### src/rtl/l2_ddr_refill_ctrl_pkg.sv
`default_nettype none
// ============================================================================
// Module      : l2_ddr_refill_ctrl_pkg
// Description : Shared types and constants for the L2 refill-from-DDR path.
// Revision    : 1.0 - initial release
// ============================================================================
package l2_ddr_refill_ctrl_pkg;

  // Refill FSM encoding
  typedef enum logic [1:0] {
    ST_IDLE  = 2'd0,
    ST_REQ   = 2'd1,
    ST_RECV  = 2'd2,
    ST_DRAIN = 2'd3
  } refill_state_t;

  localparam int          c_DDR_BEAT_W     = 128;
  localparam int          c_L2_WORD_W      = 16;
  localparam logic [11:0] c_L2_SIZE_WORDS  = 12'hFFF;
  localparam int          c_WORDS_PER_BEAT = c_DDR_BEAT_W / c_L2_WORD_W;

endpackage : l2_ddr_refill_ctrl_pkg
`default_nettype wire

### src/rtl/l2_refill_beat_fifo.sv
`default_nettype none
// ============================================================================
// Module      : l2_refill_beat_fifo
// Description : Small synchronous FIFO holding DDR beats awaiting an L2 write
//               slot. DEPTH must be a power of two (pointers wrap naturally).
// Revision    : 1.0 - initial release
// ============================================================================
module l2_refill_beat_fifo #(
  parameter int DEPTH = 8,
  parameter int WIDTH = 128
) (
  input  logic                       clk,
  input  logic                       rst_n,
  input  logic                       i_push,
  input  logic [WIDTH-1:0]           i_push_data,
  input  logic                       i_pop,
  output logic [WIDTH-1:0]           o_head,
  output logic                       o_empty,
  output logic [$clog2(DEPTH):0]     o_count
);

  localparam int c_AW    = $clog2(DEPTH);
  localparam int c_CNT_W = c_AW + 1;
  localparam logic [c_CNT_W-1:0] c_FULL = c_CNT_W'(DEPTH);

  logic [WIDTH-1:0]   mem_q [DEPTH];
  logic [c_AW-1:0]    wr_ptr_q, wr_ptr_d;
  logic [c_AW-1:0]    rd_ptr_q, rd_ptr_d;
  logic [c_CNT_W-1:0] count_q, count_d;
  logic               w_pop_ok;
  logic               w_push_ok;

  // Guarded push/pop and next pointer/occupancy values
  always_comb begin
    w_pop_ok  = i_pop & (count_q != '0);
    w_push_ok = i_push & ((count_q != c_FULL) | w_pop_ok);
    wr_ptr_d  = wr_ptr_q + c_AW'(w_push_ok);
    rd_ptr_d  = rd_ptr_q + c_AW'(w_pop_ok);
    count_d   = count_q + c_CNT_W'(w_push_ok) - c_CNT_W'(w_pop_ok);
  end

  // Pointer and occupancy registers
  always_ff @(posedge clk or negedge rst_n) begin
    if (!rst_n) begin
      wr_ptr_q <= '0;
      rd_ptr_q <= '0;
      count_q  <= '0;
    end else begin
      wr_ptr_q <= wr_ptr_d;
      rd_ptr_q <= rd_ptr_d;
      count_q  <= count_d;
    end
  end

  // Beat storage; contents are don't-care while the FIFO is empty
  always_ff @(posedge clk) begin
    if (w_push_ok) begin
      mem_q[wr_ptr_q] <= i_push_data;
    end
  end

  assign o_head  = mem_q[rd_ptr_q];
  assign o_empty = (count_q == '0);
  assign o_count = count_q;

endmodule : l2_refill_beat_fifo
`default_nettype wire

### src/rtl/l2_ddr_refill_ctrl.sv
`default_nettype none
// ============================================================================
// Module      : l2_ddr_refill_ctrl
// Description : Issues DDR burst reads when L2 runs low and streams returned
//               beats into L2 port B, holding them back during L1/DDR
//               port conflicts.
// Revision    : 1.0 - initial release
// ============================================================================
module l2_ddr_refill_ctrl
  import l2_ddr_refill_ctrl_pkg::*;
#(
  parameter int          BURST_BEATS   = 8,
  parameter logic [11:0] LOW_WATERMARK = 12'd1024
) (
  input  logic                    clk_166M66,
  input  logic                    mcu_sys_rst_n,
  input  logic                    i_refill_enable,
  input  logic [23:0]             i_ddr_base_address,
  input  logic [11:0]             i_l2_unread_size,
  input  logic                    i_l1ddr_rw_confilicts,
  output logic                    o_ddr_rd_req,
  output logic [23:0]             o_ddr_rd_addr,
  input  logic                    i_ddr_rd_ack,
  input  logic                    i_ddr_rd_valid,
  input  logic [c_DDR_BEAT_W-1:0] i_ddr_rd_data,
  output logic                    o_l2_ddr_operate_enable,
  output logic                    o_l2_ddr_rw,
  output logic [c_DDR_BEAT_W-1:0] o_l2_ddr_data,
  output logic                    o_busy,
  output logic                    o_protocol_err,
  output logic [15:0]             o_beats_written
);

  localparam int                c_CW        = $clog2(BURST_BEATS) + 1;
  localparam logic [c_CW-1:0]   c_CNT_ONE   = c_CW'(1);
  localparam logic [c_CW-1:0]   c_CNT_LAST  = c_CW'(BURST_BEATS - 1);
  localparam logic [23:0]       c_ADDR_STEP = 24'(BURST_BEATS);
  localparam logic [12:0]       c_MIN_FREE  = 13'(BURST_BEATS * c_WORDS_PER_BEAT);

  refill_state_t           state_q, state_d;
  logic [23:0]             addr_q, addr_d;
  logic                    en_prev_q, en_prev_d;
  logic                    rd_req_q, rd_req_d;
  logic [c_CW-1:0]         beat_cnt_q, beat_cnt_d;
  logic                    err_q, err_d;
  logic                    wr_en_q, wr_en_d;
  logic [c_DDR_BEAT_W-1:0] wr_data_q, wr_data_d;
  logic [15:0]             beats_written_q, beats_written_d;

  logic                    w_beat_in;
  logic                    w_push;
  logic                    w_pop;
  logic                    w_start_ok;
  logic [12:0]             w_free;
  logic [c_DDR_BEAT_W-1:0] w_fifo_head;
  logic                    w_fifo_empty;
  logic [c_CW-1:0]         w_fifo_count;

  l2_refill_beat_fifo #(
    .DEPTH (BURST_BEATS),
    .WIDTH (c_DDR_BEAT_W)
  ) u_beat_fifo (
    .clk         (clk_166M66),
    .rst_n       (mcu_sys_rst_n),
    .i_push      (w_push),
    .i_push_data (i_ddr_rd_data),
    .i_pop       (w_pop),
    .o_head      (w_fifo_head),
    .o_empty     (w_fifo_empty),
    .o_count     (w_fifo_count)
  );

  // Next-state, L2 write-port and FIFO control
  always_comb begin
    state_d         = state_q;
    addr_d          = addr_q;
    beat_cnt_d      = beat_cnt_q;
    en_prev_d       = i_refill_enable;
    w_free          = {1'b0, c_L2_SIZE_WORDS} - {1'b0, i_l2_unread_size};
    w_start_ok      = i_refill_enable && (i_l2_unread_size <= LOW_WATERMARK) &&
                      (w_free >= c_MIN_FREE) && w_fifo_empty;
    w_beat_in       = i_ddr_rd_valid && (state_q == ST_RECV);
    // Beats arriving in any other state are dropped and flagged
    err_d           = err_q | (i_ddr_rd_valid && (state_q != ST_RECV));

    // Older FIFO beats always go first; an empty FIFO lets a new beat bypass
    // straight to the output register for single-cycle latency.
    w_push          = w_beat_in;
    w_pop           = 1'b0;
    wr_en_d         = 1'b0;
    wr_data_d       = wr_data_q;
    if (!i_l1ddr_rw_confilicts) begin
      if (!w_fifo_empty) begin
        wr_en_d   = 1'b1;
        wr_data_d = w_fifo_head;
        w_pop     = 1'b1;
      end else if (w_beat_in) begin
        wr_en_d   = 1'b1;
        wr_data_d = i_ddr_rd_data;
        w_push    = 1'b0;
      end
    end
    beats_written_d = beats_written_q + 16'(wr_en_d);

    case (state_q)
      ST_IDLE: begin
        if (i_refill_enable && !en_prev_q) begin
          addr_d = i_ddr_base_address;
        end
        if (w_start_ok) begin
          state_d = ST_REQ;
        end
      end
      ST_REQ: begin
        if (i_ddr_rd_ack) begin
          addr_d     = addr_q + c_ADDR_STEP;
          beat_cnt_d = '0;
          state_d    = ST_RECV;
        end
      end
      ST_RECV: begin
        if (w_beat_in) begin
          beat_cnt_d = beat_cnt_q + c_CNT_ONE;
          if (beat_cnt_q == c_CNT_LAST) begin
            state_d = ST_DRAIN;
          end
        end
      end
      ST_DRAIN: begin
        if (w_fifo_empty || ((w_fifo_count == c_CNT_ONE) && w_pop)) begin
          state_d = ST_IDLE;
        end
      end
      default: state_d = ST_IDLE;
    endcase

    rd_req_d = (state_d == ST_REQ);
  end

  // All controller state and registered outputs
  always_ff @(posedge clk_166M66 or negedge mcu_sys_rst_n) begin
    if (!mcu_sys_rst_n) begin
      state_q         <= ST_IDLE;
      addr_q          <= '0;
      en_prev_q       <= 1'b0;
      rd_req_q        <= 1'b0;
      beat_cnt_q      <= '0;
      err_q           <= 1'b0;
      wr_en_q         <= 1'b0;
      wr_data_q       <= '0;
      beats_written_q <= '0;
    end else begin
      state_q         <= state_d;
      addr_q          <= addr_d;
      en_prev_q       <= en_prev_d;
      rd_req_q        <= rd_req_d;
      beat_cnt_q      <= beat_cnt_d;
      err_q           <= err_d;
      wr_en_q         <= wr_en_d;
      wr_data_q       <= wr_data_d;
      beats_written_q <= beats_written_d;
    end
  end

  assign o_ddr_rd_req            = rd_req_q;
  assign o_ddr_rd_addr           = addr_q;
  assign o_l2_ddr_operate_enable = wr_en_q;
  assign o_l2_ddr_rw             = wr_en_q;
  assign o_l2_ddr_data           = wr_data_q;
  assign o_busy                  = (state_q != ST_IDLE);
  assign o_protocol_err          = err_q;
  assign o_beats_written         = beats_written_q;

endmodule : l2_ddr_refill_ctrl
`default_nettype wire

### config.mk
export PLATFORM = sky130hd
export DESIGN_NAME = l2_ddr_refill_ctrl
export DESIGN_NICKNAME = d
export VERILOG_FILES = /design/src/rtl/l2_ddr_refill_ctrl_pkg.sv /design/src/rtl/l2_refill_beat_fifo.sv /design/src/rtl/l2_ddr_refill_ctrl.sv
export SDC_FILE = /design/constraint.sdc
export NUM_CORES = 1
export LEC_CHECK = 0
export BUFFER_PORTS_ARGS = -buffer_cell sky130_fd_sc_hd__buf_4
export CAP_MARGIN = 40
export CELL_PAD_IN_SITES_DETAIL_PLACEMENT = 0
export CELL_PAD_IN_SITES_GLOBAL_PLACEMENT = 1
export CORE_ASPECT_RATIO = 0.9
export CORE_MARGIN = 2
export CORE_UTILIZATION = 36
export DETAILED_ROUTE_END_ITERATION = 8
export PLACE_DENSITY = 0.58
export SETUP_SLACK_MARGIN = 0.4
export SYNTH_ARGS = -nofsm -noshare
export SYNTH_HDL_FRONTEND = slang
export SYNTH_SLANG_ARGS = --single-unit
### constraint.sdc
create_clock -name clk_166M66 -period 19.7 [get_ports clk_166M66]
set_input_delay 0.985 -clock clk_166M66 [delete_from_list [all_inputs] [get_ports clk_166M66]]
set_output_delay 0.985 -clock clk_166M66 [all_outputs]
set_load 0.1 [all_outputs]
Yosys cells after proc, flatten, opt, wreduce, memory -nomap -nowiden
Memory sizes are Yosys's and may differ from the RTL's.
Cells that the tools add are included.
{ "op_classes": {"n_addsub": 8, "magnitude_cmp": 2, "n_eq_ne": 12, "n_mux": 23, "bitwise_logic": 5, "reduce_logical": 18} }
{ "ops": {"columns": ["operator", "count"], "rows": [
  ["$mux W128", 2],
  ["$mux W24", 2],
  ["$pmux W24 S2", 1],
  ["$add A24 B4 Y24 const B", 1],
  ["$add A16 B1 Y16", 1],
  ["$ge A13 B7 Y1 const B", 1],
  ["$sub A12 B12 Y13 const A", 1],
  ["$le A12 B11 Y1 const B", 1],
  ["$mux W2", 5],
  ["$ne A2 B2 Y1 const B", 5],
  ["$mux W1", 9],
  ["$mux W4", 2],
  ["$pmux W2 S4", 1],
  ["$pmux W4 S2", 1],
  ["$logic_and A1 B1 Y1", 7],
  ["$add A3 B1 Y3", 2],
  ["$reduce_and A3 Y1", 2],
  ["$reduce_bool A2 Y1", 3],
  ["$add A4 B1 Y4", 1],
  ["$add A4 B1 Y4 const B", 1],
  ["$eq A2 B1 Y1 const B", 2],
  ["$eq A2 B2 Y1 const B", 2],
  ["$eq A4 B1 Y1 const B", 1],
  ["$eq A4 B3 Y1 const B", 1],
  ["other kinds (11)", 13]
]} }
{ "totals": {"regBits": 188, "ram_bits": 1024, "input_bits": 170, "output_inout_bits": 173, "wordCells": 81, "n_memories": 1} }
{ "mem_list": {"columns": ["memory", "depth", "width", "read_ports", "rd_ports_with_merged_regs", "wr", "line", "rtl"], "rows": [
  ["u_beat_fifo.mem_q", 8, 128, 1, 0, 1, "l2_refill_beat_fifo.sv:26", "logic [WIDTH-1:0] mem_q [DEPTH];"]
]} }

Depth between registers and ports, before layout
{ "depth": {"word_depth": 8, "mapped_depth": 13, "ltp_nobuf": 10} }

Hierarchy
A second synthesis with hierarchy kept.
{ "unflattened": {"cells_unflattened": 2369, "hier_area_um2": 48044.8} }
{ "modules_own_cells": {"columns": ["mod", "instances", "cells_per_inst", "area_each_um2", "seq_area_each_um2"], "rows": [
  ["l2_refill_beat_fifo", 1, 1531, 39504.1, 30999.7],
  ["l2_ddr_refill_ctrl", 1, 838, 8540.7, 4454.3]
]} }

Worst setup path after synthesis
Ideal clock, no wire load.
{ "synth_timing": {"path_type": "input-to-reg", "startpoint": "input i_l1ddr_rw_confilicts", "endpoint": "memory u_beat_fifo.mem_q[1][0] (enable)", "setup_time_ps": 772, "arrival_ps": 10362, "required_time_ps": 18928, "path_slack_ps": 8566, "path_stages": 4, "path_buffers": 0, "path_cell_list": "mux2_1 > a31oi_1 > nand2_1 > nor3_1"} }
{ "synth_via": {"elab_chain_cells": 6, "word_cells_on_any_way": 7, "cone_classes": "mux (4); bitwise (3)"} }
{ "synth_lines": {"columns": ["element", "line", "rtl"], "rows": [
  ["from (decl)", "l2_ddr_refill_ctrl.sv:20", "input logic i_l1ddr_rw_confilicts,"],
  ["$mux W1", "l2_ddr_refill_ctrl.sv:92", "if (!i_l1ddr_rw_confilicts) begin"],
  ["$and A1 B1 Y1", "l2_refill_beat_fifo.sv:35", "w_pop_ok = i_pop & (count_q != '0);"],
  ["$or A1 B1 Y1", "l2_refill_beat_fifo.sv:36", "w_push_ok = i_push & ((count_q != c_FULL) | w_pop_ok);"],
  ["$and A1 B1 Y1 *", "l2_refill_beat_fifo.sv:36", null],
  ["$mux W1 *", "l2_refill_beat_fifo.sv:57", "if (w_push_ok) begin"],
  ["$mux W1 (implied by the code) *", "l2_refill_beat_fifo.sv:58", "mem_q[wr_ptr_q] <= i_push_data;"],
  ["to (decl)", "l2_refill_beat_fifo.sv:26", null]
]} }
Every way passes the cells marked *; elsewhere a longest branch is shown, timed or not.

Worst setup path after layout
{ "layout_timing": {"startpoint": "register u_beat_fifo.rd_ptr_q[2]", "endpoint": "register wr_data_q[43], in the netlist o_l2_ddr_data[43]"} }
{ "layout_via": {"elab_chain_cells": 2} }
{ "layout_lines": {"columns": ["element", "line", "rtl"], "rows": [
  ["from (decl)", "l2_refill_beat_fifo.sv:28", "logic [c_AW-1:0] rd_ptr_q, rd_ptr_d;"],
  ["from (signal assigned)", "l2_refill_beat_fifo.sv:50", "rd_ptr_q <= rd_ptr_d;"],
  ["$mem_v2 Z8 W128", null, null],
  ["$mux W128", "l2_ddr_refill_ctrl.sv:93", "if (!w_fifo_empty) begin"],
  ["to (signal assigned)", "l2_ddr_refill_ctrl.sv:160", "wr_data_q <= wr_data_d;"],
  ["to (decl)", "l2_ddr_refill_ctrl.sv:47", "logic [c_DDR_BEAT_W-1:0] wr_data_q, wr_data_d;"]
]} }
Every way passes these cells.
A chain may end at the register's enable or synchronous reset.

==> impl_metrics.xml <==
<?xml version="1.0" encoding="UTF-8"?>
<metrics>
  <group name="status">
    <metric name="run_status" unit="">finished clean</metric>
  </group>
  <group name="cells_and_area">
    <metric name="post_route_cells_drive_above_1_share" unit="%">17.9</metric>
    <metric name="final_core_utilization" unit="%">43.1</metric>
    <metric name="synthToLayoutAreaGrowth" unit="%">18.6</metric>
    <metric name="finish.net_count" unit="">3477</metric>
  </group>
  <group name="floorplanning">
    <metric name="fp-row-count" unit="">126</metric>
    <metric name="floorplan.initialDensity" unit="%">36.3</metric>
    <metric name="die_area" unit="um2">135000</metric>
    <metric name="floorplan.die.height" unit="um">349</metric>
    <metric name="io-pin-count" unit="">343</metric>
    <metric name="core-area" unit="um2">131000</metric>
    <metric name="chipWidth" unit="um">388</metric>
  </group>
  <group name="cts">
    <metric name="clk_pin_slew_worst_paths" unit="ns">0.06</metric>
    <metric name="clk_path_buf_depth" unit="">3</metric>
    <metric name="cts.root.buffer_cell" unit="">sky130_fd_sc_hd__clkbuf_16</metric>
    <metric name="postCtsResizedCells" unit="">0</metric>
    <metric name="h-tree-depth" unit="">4</metric>
    <metric name="post-cts-setup-buffers" unit="">0</metric>
    <metric name="cts-hold-fix-buffers" unit="">0</metric>
    <metric name="cts.sink_count" unit="">1212</metric>
    <metric name="numCtsBuffers" unit="">134</metric>
    <metric name="cts_tree" unit="">yes</metric>
    <metric name="worstSkewPairLatency" unit="ns">0.75</metric>
  </group>
  <group name="synthesis">
    <metric name="postSynth.asyncResetShare" unit="%">15.5</metric>
    <metric name="library_cell_occupying_the_most_area_in_the_post_synthesis_netlist" unit="">sky130_fd_sc_hd__edfxtp_1</metric>
    <metric name="synthesis.nets" unit="">3135</metric>
    <metric name="portion_of_synthesized_cell_area_occupied_by_the_leading_cell_type" unit="%">64.5</metric>
    <metric name="post_synthesis_sequential_area_ratio" unit="%">74.3</metric>
    <metric name="synthFlopType" unit="">sky130_fd_sc_hd__edfxtp_1</metric>
    <metric name="ys.warnings.count" unit="">0</metric>
    <metric name="netlist_area" unit="um2">47700</metric>
    <metric name="synth.cells.most_frequent" unit="">sky130_fd_sc_hd__edfxtp_1, sky130_fd_sc_hd__mux2i_1, sky130_fd_sc_hd__a21oi_1</metric>
    <metric name="synth.distinct_cells" unit="">61</metric>
    <metric name="syn-instance-count" unit="">2950</metric>
    <metric name="yosys.cell_count.top_type" unit="">sky130_fd_sc_hd__edfxtp_1</metric>
    <metric name="ys_seq_elements" unit="">1212</metric>
    <metric name="syn_area_per_cell" unit="um2">16.2</metric>
    <metric name="synth_edf_count" unit="">1024</metric>
    <metric name="post_synth_main_area_contributors" unit="">sky130_fd_sc_hd__edfxtp_1, sky130_fd_sc_hd__mux2i_1, sky130_fd_sc_hd__dfrtp_1</metric>
  </group>
  <group name="route">
    <metric name="route.detailed.vias_per_inst" unit="">5.25</metric>
    <metric name="met2WireLength" unit="mm">58.7</metric>
    <metric name="drt.antenna.violating_nets" unit="">0</metric>
    <metric name="total_drc_errors_in_the_routed_layout" unit="">0</metric>
    <metric name="num_vias" unit="">27000</metric>
    <metric name="post_drt_wl_per_cell" unit="um">23.9</metric>
    <metric name="met1_length" unit="mm">55.2</metric>
    <metric name="highest-signal-layer" unit="">met5</metric>
    <metric name="drt_first_pass_iters" unit="">6</metric>
    <metric name="drt-total-wl" unit="mm">123</metric>
    <metric name="drt_iter0_drc" unit="">1886</metric>
    <metric name="routed-wl-met3" unit="mm">6.64</metric>
  </group>
  <group name="power_and_ir_drop">
    <metric name="irDropWorstVdd" unit="uV">119</metric>
    <metric name="comb_power_share" unit="%">38.4</metric>
    <metric name="switching_share" unit="%">40.4</metric>
    <metric name="p_int" unit="mW">5.63</metric>
    <metric name="share_seq_of_total_power" unit="%">35.9</metric>
    <metric name="powerDensity" unit="nW/um2">167</metric>
    <metric name="net-switching-power" unit="mW">3.82</metric>
    <metric name="post_route_total_power" unit="mW">9.45</metric>
    <metric name="static-leakage-power" unit="nW">20.2</metric>
    <metric name="power_frac_clock" unit="%">25.7</metric>
  </group>
  <group name="min_path">
    <metric name="hold_path.class" unit="">in2async</metric>
  </group>
  <group name="critical_path">
    <metric name="timing.critical_path.from_type" unit="">flop</metric>
    <metric name="crit_path_max_fanout" unit="">130</metric>
    <metric name="critPathTopFamily" unit="">buffers and inverters</metric>
    <metric name="path_cells" unit="">buf_12 -&gt; buf_4 -&gt; buf_4 -&gt; mux2i_1 -&gt; a22oi_1 -&gt; a32oi_1 -&gt; a21oi_1</metric>
    <metric name="r2r.worst_path.cells" unit="">7</metric>
    <metric name="reg_to_reg_start" unit="">u_beat_fifo.rd_ptr_q[2]</metric>
    <metric name="ff2ff_setup_slack" unit="ns">15.42</metric>
    <metric name="crit_required" unit="ns">20.27</metric>
    <metric name="slowest_stage" unit="">sky130_fd_sc_hd__dfrtp_4</metric>
    <metric name="critPathArrivalTime" unit="ns">4.85</metric>
    <metric name="timing_worst_setup_path_type" unit="">reg2reg</metric>
    <metric name="r2r_end" unit="">o_l2_ddr_data[43]</metric>
    <metric name="setup.worst_path.start" unit="">u_beat_fifo.rd_ptr_q[2]</metric>
    <metric name="timing.critical_path.depth" unit="">7</metric>
    <metric name="cp_slowest_stage_delay" unit="ns">0.88</metric>
    <metric name="path_buf_inv" unit="">3</metric>
    <metric name="timing.critical_path.mode_cell" unit="">sky130_fd_sc_hd__buf_4</metric>
    <metric name="worst_setup_path_end_kind" unit="">flop</metric>
  </group>
  <group name="sta">
    <metric name="timing_worst_slew_pin_value" unit="ns">1.13</metric>
    <metric name="report.final.hold_viol_count" unit="">0</metric>
    <metric name="clock_skew" unit="ns">0.0196</metric>
    <metric name="final.period_utilization" unit="%">21.7</metric>
    <metric name="slew-limit-headroom" unit="%">24.6</metric>
    <metric name="fmax" unit="MHz">233</metric>
    <metric name="finalSetupViolations" unit="">0</metric>
    <metric name="timing.final.ws_setup" unit="ns">15.42</metric>
    <metric name="unrepaired_setup_endpoints_after_global_routing" unit="">false</metric>
    <metric name="fin_setup_tns" unit="ns">0</metric>
    <metric name="slew_violations" unit="">0</metric>
    <metric name="finalCriticalPeriod" unit="ns">4.28</metric>
    <metric name="hold_slack" unit="ns">0.271</metric>
  </group>
  <group name="grt">
    <metric name="grt_usage" unit="%">18.0</metric>
    <metric name="pin_count_of_the_biggest_net_entering_global_routing" unit="">176</metric>
    <metric name="grt_remaining_overflow" unit="">0</metric>
    <metric name="grt_first_pass_wirelength" unit="mm">183</metric>
    <metric name="vias_in_the_first_global_route" unit="">27800</metric>
    <metric name="grt_antenna_before_repair" unit="">14</metric>
  </group>
  <group name="place">
    <metric name="gpl.final_weighted_congestion" unit="">0.756</metric>
    <metric name="pre_cts_ws" unit="ns">15.14</metric>
    <metric name="hpwl" unit="mm">64.7</metric>
    <metric name="placement.io_buffers" unit="">342</metric>
  </group>
  <group name="run">
    <metric name="drv_cap" unit="">0</metric>
  </group>
</metrics>
==> sequential cells by signal (all words and copies together), names as in the netlist, 2 cells and up <==
signal / flops
beat_cnt_q: 4
u_beat_fifo.o_count: 4
u_beat_fifo.rd_ptr_q: 3
o_l2_ddr_data: 128
state_q: 2
u_beat_fifo.wr_ptr_q: 3
o_beats_written: 16
u_beat_fifo.mem_q: 1024
o_ddr_rd_addr: 24
==> power groups by stage <==
stage,Combinational [mW],Sequential [mW],Clock (mW)
3_5_place_dp,3.68,3.44,0
6_report,3.63,3.39,2.43
2_1_floorplan,1.59,4.52,0
4_1_cts,3.68,3.39,2.50
5_1_grt,3.86,3.43,2.60
3_3_place_gp,3.60,3.43,0
==> layer usage <==
layer  vias to the layer above  GRT usage [%]
met5                         -              0
met1                     13900           24.1
met4                        20           5.03
li1                      12300              -
met2                       650           29.5
met3                       170           4.00
==> layout by cell type, fill, tap and decap left out, drive strengths merged, types with 3 or more instances in the layout <==
master,netlist,routed
nand3,19,19
dfrtp,188,188
and2,6,6
a31oi,3,3
a41o,3,3
clkinv,0,38
a211oi,5,5
mux2i,512,512
and3,8,8
a21oi,282,282
a22oi,129,129
nand2,152,152
o21bai,4,4
nor2,149,149
nor2b,6,6
o21ai,14,14
mux2,4,4
xor2,11,11
o22ai,4,4
nand2b,7,7
ha,14,14
a21o,4,4
xnor2,9,9
nor4b,4,4
edfxtp,1024,1024
and4,5,5
a32oi,128,128
nor4,10,10
diode,0,3
inv,13,18
nor3,13,13
buf,143,392
clkbuf,43,201
bufinv,0,3
nand4,11,11
==> cell type report <==
type | count | area, um2
Multi-Input combinational cell | 1539 | 11300
Tap cell | 1728 | 2160
Fill cell | 11700 | 74700
Sequential cell | 1212 | 35500
Inverter | 13 | 48.8
Timing Repair Buffer | 392 | 3300
Antenna cell | 3 | 7.51
Clock inverter | 46 | 350
Clock buffer | 201 | 3980
==> how the worst max path moves through the flow <==
stage,to,slack (ns)
2_1_floorplan,u_beat_fifo.mem_q[1][0],8.57
3_3_place_gp,u_beat_fifo.mem_q[7][49],14.45
3_5_place_dp,u_beat_fifo.mem_q[7][45],15.14
4_1_cts,o_l2_ddr_data[43],15.37
5_1_grt,o_l2_ddr_data[45],15.14
6_report,o_l2_ddr_data[43],15.42
==> through the flow <==
stage          std cells  instance area (um2)
2_1_floorplan       2950                47700
3_3_place_gp        4872                51900
5_1_grt             5131                56600
6_report            5134                56600
4_1_cts             5131                56600
3_5_place_dp        4884                52300
==> kinds of logic (layout without fill, tap and decap cells) <==
logic type,Yosys count,count (layout),share of synthesized area (%)
multiplexers,516,516,10.8
other,0,3,0
AO/OA/AOI/OAI,589,589,8.09
XOR/XNOR,20,20,0.367
adder cells (fa/ha/maj),15,15,0.409
flip-flops,1212,1212,74.3
AND/OR/NAND/NOR,399,399,3.76
buffers and inverters,199,652,2.21
==> worst register-to-register path: cells and delay by family, from the launching register on <==
family,cells,cell delay (ns)
buffers and inverters,3,2.46
DFF,1,0.88
AOI/OAI and AO/OA,3,0.46
muxes,1,0.31
Note: power is estimated with default switching activity, not from simulation.
